===== config.mk =====
export PLATFORM = sky130hd
export DESIGN_NAME = core_pipe_decode_buf
export DESIGN_NICKNAME = d
export VERILOG_FILES = /design/src/rtl/core_pipe_decode_buf.sv
export SDC_FILE = /design/constraint.sdc
export NUM_CORES = 1
export LEC_CHECK = 0
export ABC_AREA = 1
export CAP_MARGIN = 20
export CORE_AREA = 3 3 257 259
export CTS_CLUSTER_SIZE = 20
export DETAILED_ROUTE_END_ITERATION = 7
export DIE_AREA = 0 0 260 262
export MAX_ROUTING_LAYER = met4
export PLACE_DENSITY = 0.65
export SYNTH_ARGS = -nofsm -noshare
export SYNTH_HDL_FRONTEND = slang
export SYNTH_SLANG_ARGS = --single-unit
export TNS_END_PERCENT = 100

===== constraint.sdc =====
create_clock -name g_clk -period 19.9 [get_ports g_clk]
set_input_delay 3.98 -clock g_clk [delete_from_list [all_inputs] [get_ports g_clk]]
set_output_delay 3.98 -clock g_clk [all_outputs]
set_load 0.01 [all_outputs]

===== src/rtl/core_pipe_decode_buf.sv =====
// rtl/core_pipe_decode_buf.sv - decode/operand-gather stage with handshaked output register and optional skid entry
module core_pipe_decode_buf #(
   parameter int XLEN  = 64,
   parameter int RA_W  = 5,
   parameter int UOP_W = 8,
   parameter int SKID  = 1,
   parameter int CNT_W = 16
) (
   input  logic             g_clk,
   input  logic             g_reset,
   input  logic             s1_valid,
   output logic             s1_ready,
   input  logic             s1_16bit,
   input  logic [XLEN-1:0]  s1_pc,
   input  logic [XLEN-1:0]  s1_npc,
   input  logic [XLEN-1:0]  s1_imm_b,
   input  logic [XLEN-1:0]  s1_imm_c,
   input  logic [1:0]       s1_sel_a,
   input  logic [1:0]       s1_sel_b,
   input  logic [2:0]       s1_sel_c,
   input  logic [RA_W-1:0]  s1_rs1_addr,
   input  logic [RA_W-1:0]  s1_rs2_addr,
   input  logic             s1_rs1_en,
   input  logic             s1_rs2_en,
   input  logic [RA_W-1:0]  s1_rd,
   input  logic [UOP_W-1:0] s1_uop,
   output logic             s2_eat_2,
   output logic             s2_eat_4,
   output logic [RA_W-1:0]  s2_rs1_addr,
   output logic [RA_W-1:0]  s2_rs2_addr,
   input  logic [XLEN-1:0]  s2_rs1_data,
   input  logic [XLEN-1:0]  s2_rs2_data,
   input  logic             s3_load_valid,
   input  logic [RA_W-1:0]  s3_load_rd,
   input  logic             flush,
   output logic             s2_valid,
   input  logic             s2_ready,
   output logic [XLEN-1:0]  s2_opr_a,
   output logic [XLEN-1:0]  s2_opr_b,
   output logic [XLEN-1:0]  s2_opr_c,
   output logic [RA_W-1:0]  s2_rd,
   output logic [UOP_W-1:0] s2_uop,
   output logic [CNT_W-1:0] stall_cnt
);

   localparam int XL = XLEN - 1;
   localparam logic [CNT_W-1:0] CNT_MAX = '1;

   logic          hazard;
   logic          accept;
   logic          out_free;
   logic          skid_valid;
   logic [XL:0]   opr_a;
   logic [XL:0]   opr_b;
   logic [XL:0]   opr_c;
   logic [XL:0]   skid_a;
   logic [XL:0]   skid_b;
   logic [XL:0]   skid_c;
   logic [RA_W-1:0]  skid_rd;
   logic [UOP_W-1:0] skid_uop;

   assign s2_rs1_addr = s1_rs1_addr;
   assign s2_rs2_addr = s1_rs2_addr;

   // Writes to x0 never create a load-use dependency.
   assign hazard = s1_valid & s3_load_valid & (s3_load_rd != '0) &
                   ((s1_rs1_en & (s1_rs1_addr == s3_load_rd)) |
                    (s1_rs2_en & (s1_rs2_addr == s3_load_rd)));

   assign out_free = !s2_valid | s2_ready;

   always_comb begin
      s1_ready = 1'b0;
      if (SKID != 0)
         s1_ready = !flush & !hazard & !skid_valid;
      else
         s1_ready = !flush & !hazard & out_free;
   end

   assign accept   = s1_valid & s1_ready;
   assign s2_eat_2 = accept & s1_16bit;
   assign s2_eat_4 = accept & !s1_16bit;

   assign opr_a = ({XLEN{s1_sel_a[0]}} & s2_rs1_data) |
                  ({XLEN{s1_sel_a[1]}} & s1_pc);
   assign opr_b = ({XLEN{s1_sel_b[0]}} & s2_rs2_data) |
                  ({XLEN{s1_sel_b[1]}} & s1_imm_b);
   assign opr_c = ({XLEN{s1_sel_c[0]}} & s2_rs2_data) |
                  ({XLEN{s1_sel_c[1]}} & s1_imm_c) |
                  ({XLEN{s1_sel_c[2]}} & s1_npc);

   always_ff @(posedge g_clk or posedge g_reset) begin
      if (g_reset) begin
         s2_valid   <= 1'b0;
         skid_valid <= 1'b0;
         s2_opr_a   <= '0;
         s2_opr_b   <= '0;
         s2_opr_c   <= '0;
         s2_rd      <= '0;
         s2_uop     <= '0;
         skid_a     <= '0;
         skid_b     <= '0;
         skid_c     <= '0;
         skid_rd    <= '0;
         skid_uop   <= '0;
      end else if (flush) begin
         s2_valid   <= 1'b0;
         skid_valid <= 1'b0;
      end else if (out_free) begin
         // An occupied skid entry is always older than anything on s1.
         if (skid_valid) begin
            s2_valid   <= 1'b1;
            skid_valid <= 1'b0;
            s2_opr_a   <= skid_a;
            s2_opr_b   <= skid_b;
            s2_opr_c   <= skid_c;
            s2_rd      <= skid_rd;
            s2_uop     <= skid_uop;
         end else if (accept) begin
            s2_valid   <= 1'b1;
            s2_opr_a   <= opr_a;
            s2_opr_b   <= opr_b;
            s2_opr_c   <= opr_c;
            s2_rd      <= s1_rd;
            s2_uop     <= s1_uop;
         end else begin
            s2_valid   <= 1'b0;
         end
      end else if (accept && (SKID != 0)) begin
         skid_valid <= 1'b1;
         skid_a     <= opr_a;
         skid_b     <= opr_b;
         skid_c     <= opr_c;
         skid_rd    <= s1_rd;
         skid_uop   <= s1_uop;
      end
   end

   always_ff @(posedge g_clk or posedge g_reset) begin
      if (g_reset)
         stall_cnt <= '0;
      else if (hazard && !flush && (stall_cnt != CNT_MAX))
         stall_cnt <= stall_cnt + CNT_W'(1);
   end

endmodule

# == Yosys cells after proc, flatten, opt, wreduce, memory -nomap -nowiden ==
# Cells that the tools add are included.
# classes
n_addsub,1
n_eq_ne,3
mux,17
n_bitwise,25
n_reduce_logical,13
# ops
operator,count
$and A64 B64 Y64,7
$mux W64,6
$or A64 B64 Y64,4
$add A16 B1 Y16 const B,1
$mux W8,2
$ne A16 B16 Y1 const B,1
$and A1 B1 Y1,10
$eq A5 B5 Y1,2
$mux W5,2
$mux W1,7
$reduce_and A3 Y1,2
$logic_not A1 Y1,5
$reduce_bool A5 Y1,1
$reduce_bool A2 Y1,2
$reduce_bool A3 Y1,1
$logic_and A1 B1 Y1,2
$not A1 Y1,2
$or A1 B1 Y1,2
# totals
register_bits,428
input_bits,428

# == Depth between registers and ports, before layout ==
# Gate-level depths: netlist of the first run.
# depth
word_depth,12
mapped_depth,14

# == Worst setup path before layout of the first run ==
# No wires, ideal clock.
# synth_timing
path_type,input port to output port
from,in s3_load_rd[2]
to,out s1_ready
t_arrival_ps,4697
setup_slack_ps,11223
stages,9
path_buffers,0
cell_sequence,inv_1 -> nand2_1 -> nand2_1 -> nor2_1 -> nand3_1 -> nand2_1 -> nand2_2 -> inv_1 -> nor3_1
# synth_between
elab_chain_cells,7
word_cells_on_any_way,11
classes_between,eq/ne: 2; bitwise: 7; reduce/logical: 2
# synth_lines
item,line_no,text
"start, declared",34,"input logic [RA_W-1:0] s3_load_rd,"
$eq A5 B5 Y1 (on tied branches),"67, 68",
$and A1 B1 Y1 (on tied branches),"67, 68",
$or A1 B1 Y1,67,((s1_rs1_en & (s1_rs1_addr == s3_load_rd)) |
$and A1 B1 Y1 (*),66,assign hazard = s1_valid & s3_load_valid & (s3_load_rd != '0) &
$logic_not A1 Y1 (*),--,
$and A1 B1 Y1 (*),--,
$and A1 B1 Y1 (*),75,s1_ready = !flush & !hazard & !skid_valid;
"end, declared",12,"output logic s1_ready,"
# Every way passes the cells marked *; elsewhere a longest branch is shown, timed or not.

# == Worst setup path in the final report of the first run ==
# layout_timing
from,in s3_load_rd[0]
to,out s2_eat_2
# layout_between
elab_chain_cells,9
word_cells_on_any_way,13
classes_between,eq/ne: 2; bitwise: 9; reduce/logical: 2
# layout_lines
item,line_no,text
$eq A5 B5 Y1 (on tied branches),"67, 68",
$and A1 B1 Y1 (on tied branches),"67, 68",
$or A1 B1 Y1,67,
$and A1 B1 Y1 (*),66,
$logic_not A1 Y1 (*),--,
$and A1 B1 Y1 (*),--,
$and A1 B1 Y1 (*),75,
$and A1 B1 Y1 (*),80,assign accept = s1_valid & s1_ready;
$and A1 B1 Y1 (*),81,assign s2_eat_2 = accept & s1_16bit;
"end, declared",27,"output logic s2_eat_2,"
# Marks and branches as above.

==> results of run 1 <==
cell families (layout without fill, tap and decap cells):
| group | after synthesis | after routing | synth area share (%) |
|---|---|---|---|
| AOI/OAI and AO/OA | 617 | 617 | 16.72 |
| xor gates and xnor gates | 15 | 15 | 0.6149 |
| adders and majority gates | 1 | 1 | 0.05855 |
| buffers and inverters | 399 | 954 | 7.713 |
| DFF | 428 | 428 | 50.13 |
| other | 0 | 8 | 0 |
| and+or+nand+nor | 1325 | 1325 | 24.77 |
state kept, by name, indices dropped and copies added (netlist names):
| name | count |
|---|---|
| s2_opr_a | 64 |
| s2_opr_b | 64 |
| s2_opr_c | 64 |
| s2_rd | 5 |
| s2_uop | 8 |
| s2_valid | 1 |
| skid_a | 64 |
| skid_b | 64 |
| skid_c | 64 |
| skid_rd | 5 |
| skid_uop | 8 |
| skid_valid | 1 |
| stall_cnt | 16 |
worst max-delay path: cells and delay by family:
kind,cells,cell delay (ps)
buf+inv,2,1130
simple gates,8,720
report_power, final:
| group | switching [µW] | internal, µW | total [µW] |
|---|---|---|---|
| clock | 364 | 533 | 897 |
| sequential | 97.3 | 1040 | 1140 |
| combinational | 334 | 342 | 675 |
| total | 795 | 1910 | 2710 |
worst max path at each step:
stage	slack (ps)	endpoint	cells after the start	from
4_1_cts	10080	s2_eat_2	10	s3_load_rd[0]
3_5_place_dp	10090	s2_eat_2	10	s3_load_rd[0]
2_1_floorplan	4000	s2_opr_a[0]	1	g_reset
5_1_grt	9950	s2_eat_4	11	s3_load_rd[2]
3_3_place_gp	10090	s2_eat_2	10	s3_load_rd[0]
6_report	10090	s2_eat_2	10	s3_load_rd[0]
per-stage QoR:
| stage | hold slack, ps | utilization, % | power, µW |
|---|---|---|---|
| floorplan | 452.9 | - | 1427 |
| detailed placement | 457.3 | 44.14 | 1831 |
| finish | 464.9 | 46.70 | 2710 |
| CTS | 471.8 | 46.62 | 2742 |
| global placement | 451.7 | 44.14 | 1820 |
| global route | 481.2 | 46.70 | 2861 |
per-layer routing:
| metal | vias to the layer above | track usage (%) | part of all wire (%) |
|---|---|---|---|
| li1 | 10082 | - | - |
| met1 | 9594 | 26.45 | 40 |
| met2 | 678 | 35.34 | 48 |
| met3 | 104 | 6.235 | 8.9 |
| met4 | 0 | 6.540 | 2.6 |
| met5 | - | - | 0 |
cell type report:
class | count | area share [%]
Timing Repair Buffer | 689 | 22.80
Clock buffer | 76 | 4.940
Tap cell | 855 | 3.573
Sequential cell | 428 | 35.78
Antenna cell | 8 | 0.06686
Multi-Input combinational cell | 1958 | 30.19
Clock inverter | 9 | 0.3678
Inverter | 180 | 2.282
cell usage in the layout, fill, tap and decap left out, types with 2 or more instances in the layout:
cell type	instances
clkbuf_8	13
o21ai_0	414
nand3_2	2
buf_4	25
o21ai_1	9
buf_2	7
nand4_1	4
dfrtp_1	427
a21oi_1	65
a22o_1	128
xor2_1	11
clkinv_2	5
inv_1	175
nor3_1	3
nand2_8	2
clkbuf_16	50
clkdlybuf4s50_1	655
xnor2_1	4
diode_2	8
clkbuf_1	13
nand3_1	217
inv_2	4
nand2_1	1074
bufinv_16	2
nor2_1	20
==> results.tsv, run 1 <==
metric	value	unit
status	finished clean	
Vias/cell	4.867	
final instance area	29940	µm²
Post-Synthesis Cells	2785	
first-pass GRT wire length	112700	µm
nature of the critical path startpoint	input port	
largest net degree at the start of global routing	223	
Post-synth EDFFs	0	
Hold Path Depth	2	
net count reported at finish	3734	
Cell Chain, Critical Path	clkdlybuf4s50_1 -> nand2_1 -> nand2_1 -> nor2_1 -> nand3_1 -> nand2_1 -> nand2_2 -> nand3_2 -> nor2_1 -> clkdlybuf4s50_1	
Place WS	10090	ps
CTS tree	yes	
Final Hold Vio Count	0	
Yosys warnings	0	
final period utilization	49.28	%
routed via count	20458	
R2R Path End	s2_opr_c[52]	
CORE AREA	64120	µm²
Syn Area/Cell	7.672	µm²
max-cap check violation count	0	
gr ovfl total	0	
Final setup viols	0	
Post-synth top flop	dfrtp_1	
Yosys top cell by area	dfrtp_1	
Synth top cells by count	1074 x nand2_1, 428 x dfrtp_1, 414 x o21ai_0	
area taken by multi-input logic gates	9037	µm²
Hold Buf Count CTS	0	
Netlist cell types	26	
RSZ-0062 raised after global routing	no	
Die Width	260	µm
Tmin final	9808	ps
Clock Sinks	428	
Power Density	90.53	nW/µm²
1st-iter DRT viols	1341	
vias in the first global route	19232	
Slew Viols, Final	0	
P&R area growth vs syn	40.13	%
share of post-route cells with drive strength above 1	3.563	%
drt pass-1 iters	5	
ys async rst share	100.0	%
path depth of the worst reg2reg path	6	
Finished Layout Cells	4203	
Starting Density	33.32	%
Slew headroom	29.24	%
HP Class	register to register	
CTS Buf Count	48	
antenna violations before repair	8	
worst setup margin	10090	ps
CP most frequent cell	nand2_1	
dominant cells by area after synthesis	dfrtp_1 50%, nand2_1 19%, o21ai_0 9.7%, a22o_1 5.2%, nand3_1 5.1%	
Reg-to-Reg Start	skid_valid	
HPWL Detailed	51140	µm
IO Port Bufs	662	
hold path startpoint	s2_opr_a[43]	
clock root cell	clkbuf_16	
GP Congestion	0.8434	
maximum resistive drop on vdd	0.00005532	V
WP data required	15920	ps
H-tree lvl count	2	
Fmax achieved	102.0	MHz
post-route ant nets	0	
Clk Latency, worst-skew pair	580	ps
r2r setup slk	16250	ps
maximum fanout along the worst path	5	
cell area after synthesis	21370	µm²
Fill cells	6340	
post-cts gate resize count	0	
Reg area	10710	µm²
Post-CTS Setup Bufs	0	
crit path kind	input port to output pin	
count leader, synth	nand2_1	
Slew @ Worst Pin	1061	ps
# IOs	663	
Placed Cells	4109	
CTS Buffer Depth	3	
GRT Util Overall	21.80	%
share of the synthesized area in the top cell type	50.13	%
clock-pin slew on the worst setup and hold paths	60	ps
CP Capture Type	output pin	
final WL	75220	µm
register bit total from synthesis	428	
DIE AREA	68120	µm²
LEAKAGE	0.01403	µW
Final Skew	14.39	ps
sequential-to-total area share from yosys stat	50.13	%
Post-Synthesis Net Count	3214	
Hold Path Sink	s2_opr_a[43]	
WL per Instance	17.90	µm
Die Height	262	µm
slowest CP cell	clkdlybuf4s50_1	
# DRC	0	
row count	93	
Critical Path Max Stage Delay	590	ps
Crit path arrival time	5830	ps
TNS Setup	0	ps
placed inst area	28300	µm²
Note: power is estimated with default switching activity, not from simulation.
==> inputs of run 2 (changes only) <==
clock period = 9.6 ns   (was 19.9 ns; I/O delays follow)
==> results.tsv, run 2 (synthesis gave the netlist of run 1 again) <==
metric	value	unit
Power Density	190.2	nW/µm²
Crit path arrival time	3960	ps
drt pass-1 iters	5	
first-pass GRT wire length	113100	µm
nature of the critical path startpoint	input port	
Tmin final	5879	ps
M1 WL	31120	µm
WP data required	7680	ps
Final Core Density	46.79	%
Finished Layout Cells	4200	
CORE AREA	64120	µm²
H-tree lvl count	2	
worst hold slack	466.2	ps
Slew @ Worst Pin	1160	ps
CTS tree	yes	
routed via count	20545	
HP Class	register to register	
TNS Setup	0	ps
DIE AREA	68120	µm²
post-cts gate resize count	0	
# DRC	0	
final period utilization	61.24	%
most frequent cells in the layout	1074 x nand2_1, 655 x clkdlybuf4s50_1, 427 x dfrtp_1, 414 x o21ai_0, 217 x nand3_1	
share of post-route cells with drive strength above 1	3.595	%
CTS Buf Count	50	
1st-iter DRT viols	1464	
status	finished clean	
CTS Buffer Depth	3	
Routed met3 length	6094	µm
CP delay by family, top	buffers and inverters	
slowest CP cell	clkdlybuf4s50_1	
commonest non-fill, non-tap cell in the layout	nand2_1	
Psw	1692	µW
RSZ-0062 raised after global routing	no	
met2 routed WL	35890	µm
CP Capture Type	output pin	
maximum resistive drop on vdd	0.0001281	V
GRT Util Overall	21.90	%
worst setup margin	3721	ps
Final setup viols	0	
# IOs	663	
Sequential Power Share	41.5	%
post-route ant nets	0	
Critical Path Max Stage Delay	590	ps
Placed Cells	4104	
antenna violations before repair	7	
cell internal pwr	4013	µW
final WL	75620	µm
Max Used Layer	met4	
LEAKAGE	0.01405	µW
Final Skew	18.89	ps
maximum fanout along the worst path	4	
row count	93	
Vias/cell	4.892	
Clock Sinks	428	
P&R area growth vs syn	40.43	%
Final Hold Vio Count	0	
Clk Latency, worst-skew pair	600	ps
WL per Instance	18.01	µm
net count reported at finish	3730	
largest net degree at the start of global routing	236	
Slew Viols, Final	0	
share of power burned in combinational logic	24.4	%
clock-pin slew on the worst setup and hold paths	60	ps
Fmax achieved	170.1	MHz
Buf+Inv Stages, Crit Path	2	
Hold Buf Count CTS	0	
CP most frequent cell	nand2_1	
clock share of power	34.1	%
Die Height	262	µm
vias in the first global route	19379	
gr ovfl total	0	
HPWL Detailed	51320	µm
clock root cell	clkbuf_16	
Starting Density	33.32	%
IO Port Bufs	662	
Post-CTS Setup Bufs	0	
crit path kind	input port to output pin	
Place WS	3678	ps
Slew headroom	22.65	%
GP Congestion	0.8388	
Die Width	260	µm
Cell Chain, Critical Path	clkdlybuf4s50_1 -> nand2_1 -> nand2_1 -> nor2_1 -> nand3_1 -> nand2_1 -> nand2_2 -> nand3_2 -> nor2_1 -> clkdlybuf4s50_1	
max-cap check violation count	0	
switching portion of total power	29.66	%
## run 2: cell types whose count changed in the layout (fill, tap and decap cells not counted), sizes merged
cell | before | now
buf | 34 | 28
clkbuf | 76 | 70
clkinv | 7 | 11
bufinv | 2 | 4
clkinvlp | 0 | 2
inv | 180 | 182
diode | 8 | 7
## run 2: final timing paths
check                              start            end  slack [ps]  cells past startpoint
max reg2reg                   skid_valid   s2_opr_b[50]        5870                      7
min in group asynchronous        g_reset  stall_cnt[15]        1770                      2
max                        s3_load_rd[1]       s2_eat_4        3720                     10
max in group asynchronous        g_reset     skid_c[50]        5870                      4
min reg2reg                 s2_opr_c[10]   s2_opr_c[10]         470                      2
min                         s2_opr_c[10]   s2_opr_c[10]         470                      2
## run 2: tightest hold or removal path, stage by stage (launching register included)
cell     delay, ps
dfrtp_1        340
nand2_1         50
nand2_1         40
## run 2: layer usage
metal | GRT usage (%) | up-vias
li1 | - | 10069
met1 | 26.43 | 9686
met2 | 35.04 | 669
met3 | 6.004 | 121
met4 | 8.377 | 0
met5 | - | -
## run 2: cell type report
cell class,count,area [µm²]
fill,6405,34110
sequential,428,10710
antenna,7,17.52
clock buffer,70,1426
tap,855,1070
clock inverter,19,246.5
multi-input combinational,1958,9037
inverter,180,679.4
timing repair buffer,683,6812
## run 2: metrics by stage
step / total power, µW / instance area, µm²
2_1_floorplan: 2960 / 21370
3_3_place_gp: 3779 / 28310
3_5_place_dp: 3801 / 28310
4_1_cts: 5784 / 29990
5_1_grt: 6025 / 30000
6_report: 5705 / 30000
## run 2: power by group through the flow
stage               Clock, µW  Combinational, µW  Sequential (µW)
finish                   1940               1390             2370
detailed placement          0               1410             2390
global route             2080               1540             2410
CTS                      2000               1410             2370
global placement            0               1390             2390
floorplan                   0                511             2450
==> inputs of run 3 (changes only) <==
CORE_AREA = 3 3 255 257   (was 3 3 257 259)
DIE_AREA = 0 0 258 260   (was 0 0 260 262)
PLACE_DENSITY = 0.68   (was 0.65)
clock period = 5.4 ns   (was 9.6 ns; I/O delays follow)
==> results.tsv, run 3 (synthesis gave the netlist of run 1 again) <==
metric	value	unit
Die Height	260	µm
Critical Path Max Stage Delay	610	ps
CP Capture Type	output pin	
Vias/cell	4.936	
Final Skew	18.98	ps
most frequent cells in the layout	1074 x nand2_1, 655 x clkdlybuf4s50_1, 427 x dfrtp_1, 414 x o21ai_0, 217 x nand3_1	
nature of the critical path startpoint	input port	
Die Width	258	µm
Cell Chain, Critical Path	clkdlybuf4s50_1 -> nand2_1 -> nand2_1 -> nor2_1 -> nand3_1 -> nand2_1 -> nand2_2 -> inv_1 -> nor3_1 -> clkdlybuf4s50_1	
DIE AREA	67080	µm²
Clock Sinks	428	
Reg-to-Reg Start	skid_valid	
routed via count	20771	
slowest CP cell	clkdlybuf4s50_1	
CP most frequent cell	nand2_1	
Sequential Power Share	42.4	%
commonest non-fill, non-tap cell in the layout	nand2_1	
Clk Latency, worst-skew pair	580	ps
Slew @ Worst Pin	1032	ps
HPWL Detailed	56230	µm
WL per Instance	18.79	µm
GRT Util Overall	23.31	%
Post-CTS Setup Bufs	0	
Hold Buf Count CTS	0	
Starting Density	33.93	%
RSZ-0062 raised after global routing	no	
Hold Path Depth	2	
Hold Path Sink	s2_opr_a[50]	
Slew headroom	31.18	%
final period utilization	74.78	%
WP data required	4320	ps
path depth of the worst reg2reg path	7	
Final Hold Vio Count	0	
CTS Buf Count	48	
status	finished clean	
post-route ant nets	0	
max-cap check violation count	0	
# DRC	0	
clock root cell	clkbuf_16	
post-cts gate resize count	0	
Final setup viols	0	
# IOs	663	
CP delay by family, top	buffers and inverters	
r2r setup slk	2660	ps
Crit path arrival time	2960	ps
clock-pin slew on the worst setup and hold paths	50	ps
R2R Path End	s2_opr_b[46]	
maximum resistive drop on vdd	0.0002217	V
crit path kind	input port to output pin	
Fmax achieved	247.6	MHz
HP Class	register to register	
H-tree lvl count	2	
CTS tree	yes	
drt pass-1 iters	5	
CORE AREA	62970	µm²
share of post-route cells with drive strength above 1	3.968	%
row count	92	
gr ovfl total	0	
Placed Cells	4110	
P&R area growth vs syn	40.54	%
largest net degree at the start of global routing	234	
antenna violations before repair	11	
Power Density	330.9	nW/µm²
Slew Viols, Final	0	
GP Congestion	0.8942	
clock share of power	32.3	%
Finished Layout Cells	4208	
maximum fanout along the worst path	3	
hold path startpoint	s2_opr_a[50]	
final WL	79050	µm
vias in the first global route	19892	
cell internal pwr	6951	µW
CTS Buffer Depth	3	
Buf+Inv Stages, Crit Path	3	
Place WS	1325	ps
Psw	2985	µW
switching portion of total power	30.04	%
IO Port Bufs	662	
1st-iter DRT viols	1732	
TNS Setup	0	ps
worst setup margin	1362	ps
LEAKAGE	0.01407	µW
first-pass GRT wire length	119100	µm
share of power burned in combinational logic	25.2	%
net count reported at finish	3743	
Tmin final	4038	ps
## run 3: per-stage QoR
step	utilization (%)	total power (µW)	hold slack, ps	instance area [µm²]
finish	47.69	9936	467.8	30030
global route	47.69	10470	486.1	30030
CTS	47.65	10050	472.3	30000
detailed placement	45.21	6783	457.3	28460
global placement	45.21	6734	453.2	28460
floorplan	-	5262	452.9	21370
## run 3: cell type report
cell class / instances / area, µm²
fillers: 6144 / 32940
clock buffers: 67 / 1353
well taps: 846 / 1059
diodes: 10 / 25.02
repair buffers: 698 / 6974
flip-flops and latches: 428 / 10710
inverters: 180 / 679.4
clock inverters: 21 / 186.4
multi-input cells: 1958 / 9037
## run 3: how the worst max path moves through the flow
stage	cells after the start	end	slack, ps	start
floorplan	1	s2_opr_a[0]	-1460	g_reset
global placement	10	s1_ready	1270	s1_rs2_addr[0]
global route	11	s1_ready	1210	s3_load_rd[2]
detailed placement	11	s1_ready	1320	s3_load_rd[2]
finish	10	s1_ready	1360	s1_rs2_addr[0]
CTS	10	s1_ready	1300	s1_rs2_addr[0]
## run 3: power groups by stage
| stage | Combinational [µW] | Sequential (µW) | Clock (µW) |
|---|---|---|---|
| floorplan | 909 | 4350 | 0 |
| global placement | 2490 | 4240 | 0 |
| detailed placement | 2530 | 4250 | 0 |
| CTS | 2540 | 4210 | 3300 |
| global route | 2750 | 4290 | 3430 |
| finish | 2510 | 4220 | 3210 |
## run 3: routing by layer
layer,track usage (%),wire length [µm]
met4,6.702,2049
met5,-,0
met1,29.22,33160
met2,37.67,37420
met3,5.580,6429
## run 3: tightest hold or removal path: stages (launching register included)
cell,delay [ps]
dfrtp_1,340
nand2_1,50
nand2_1,40
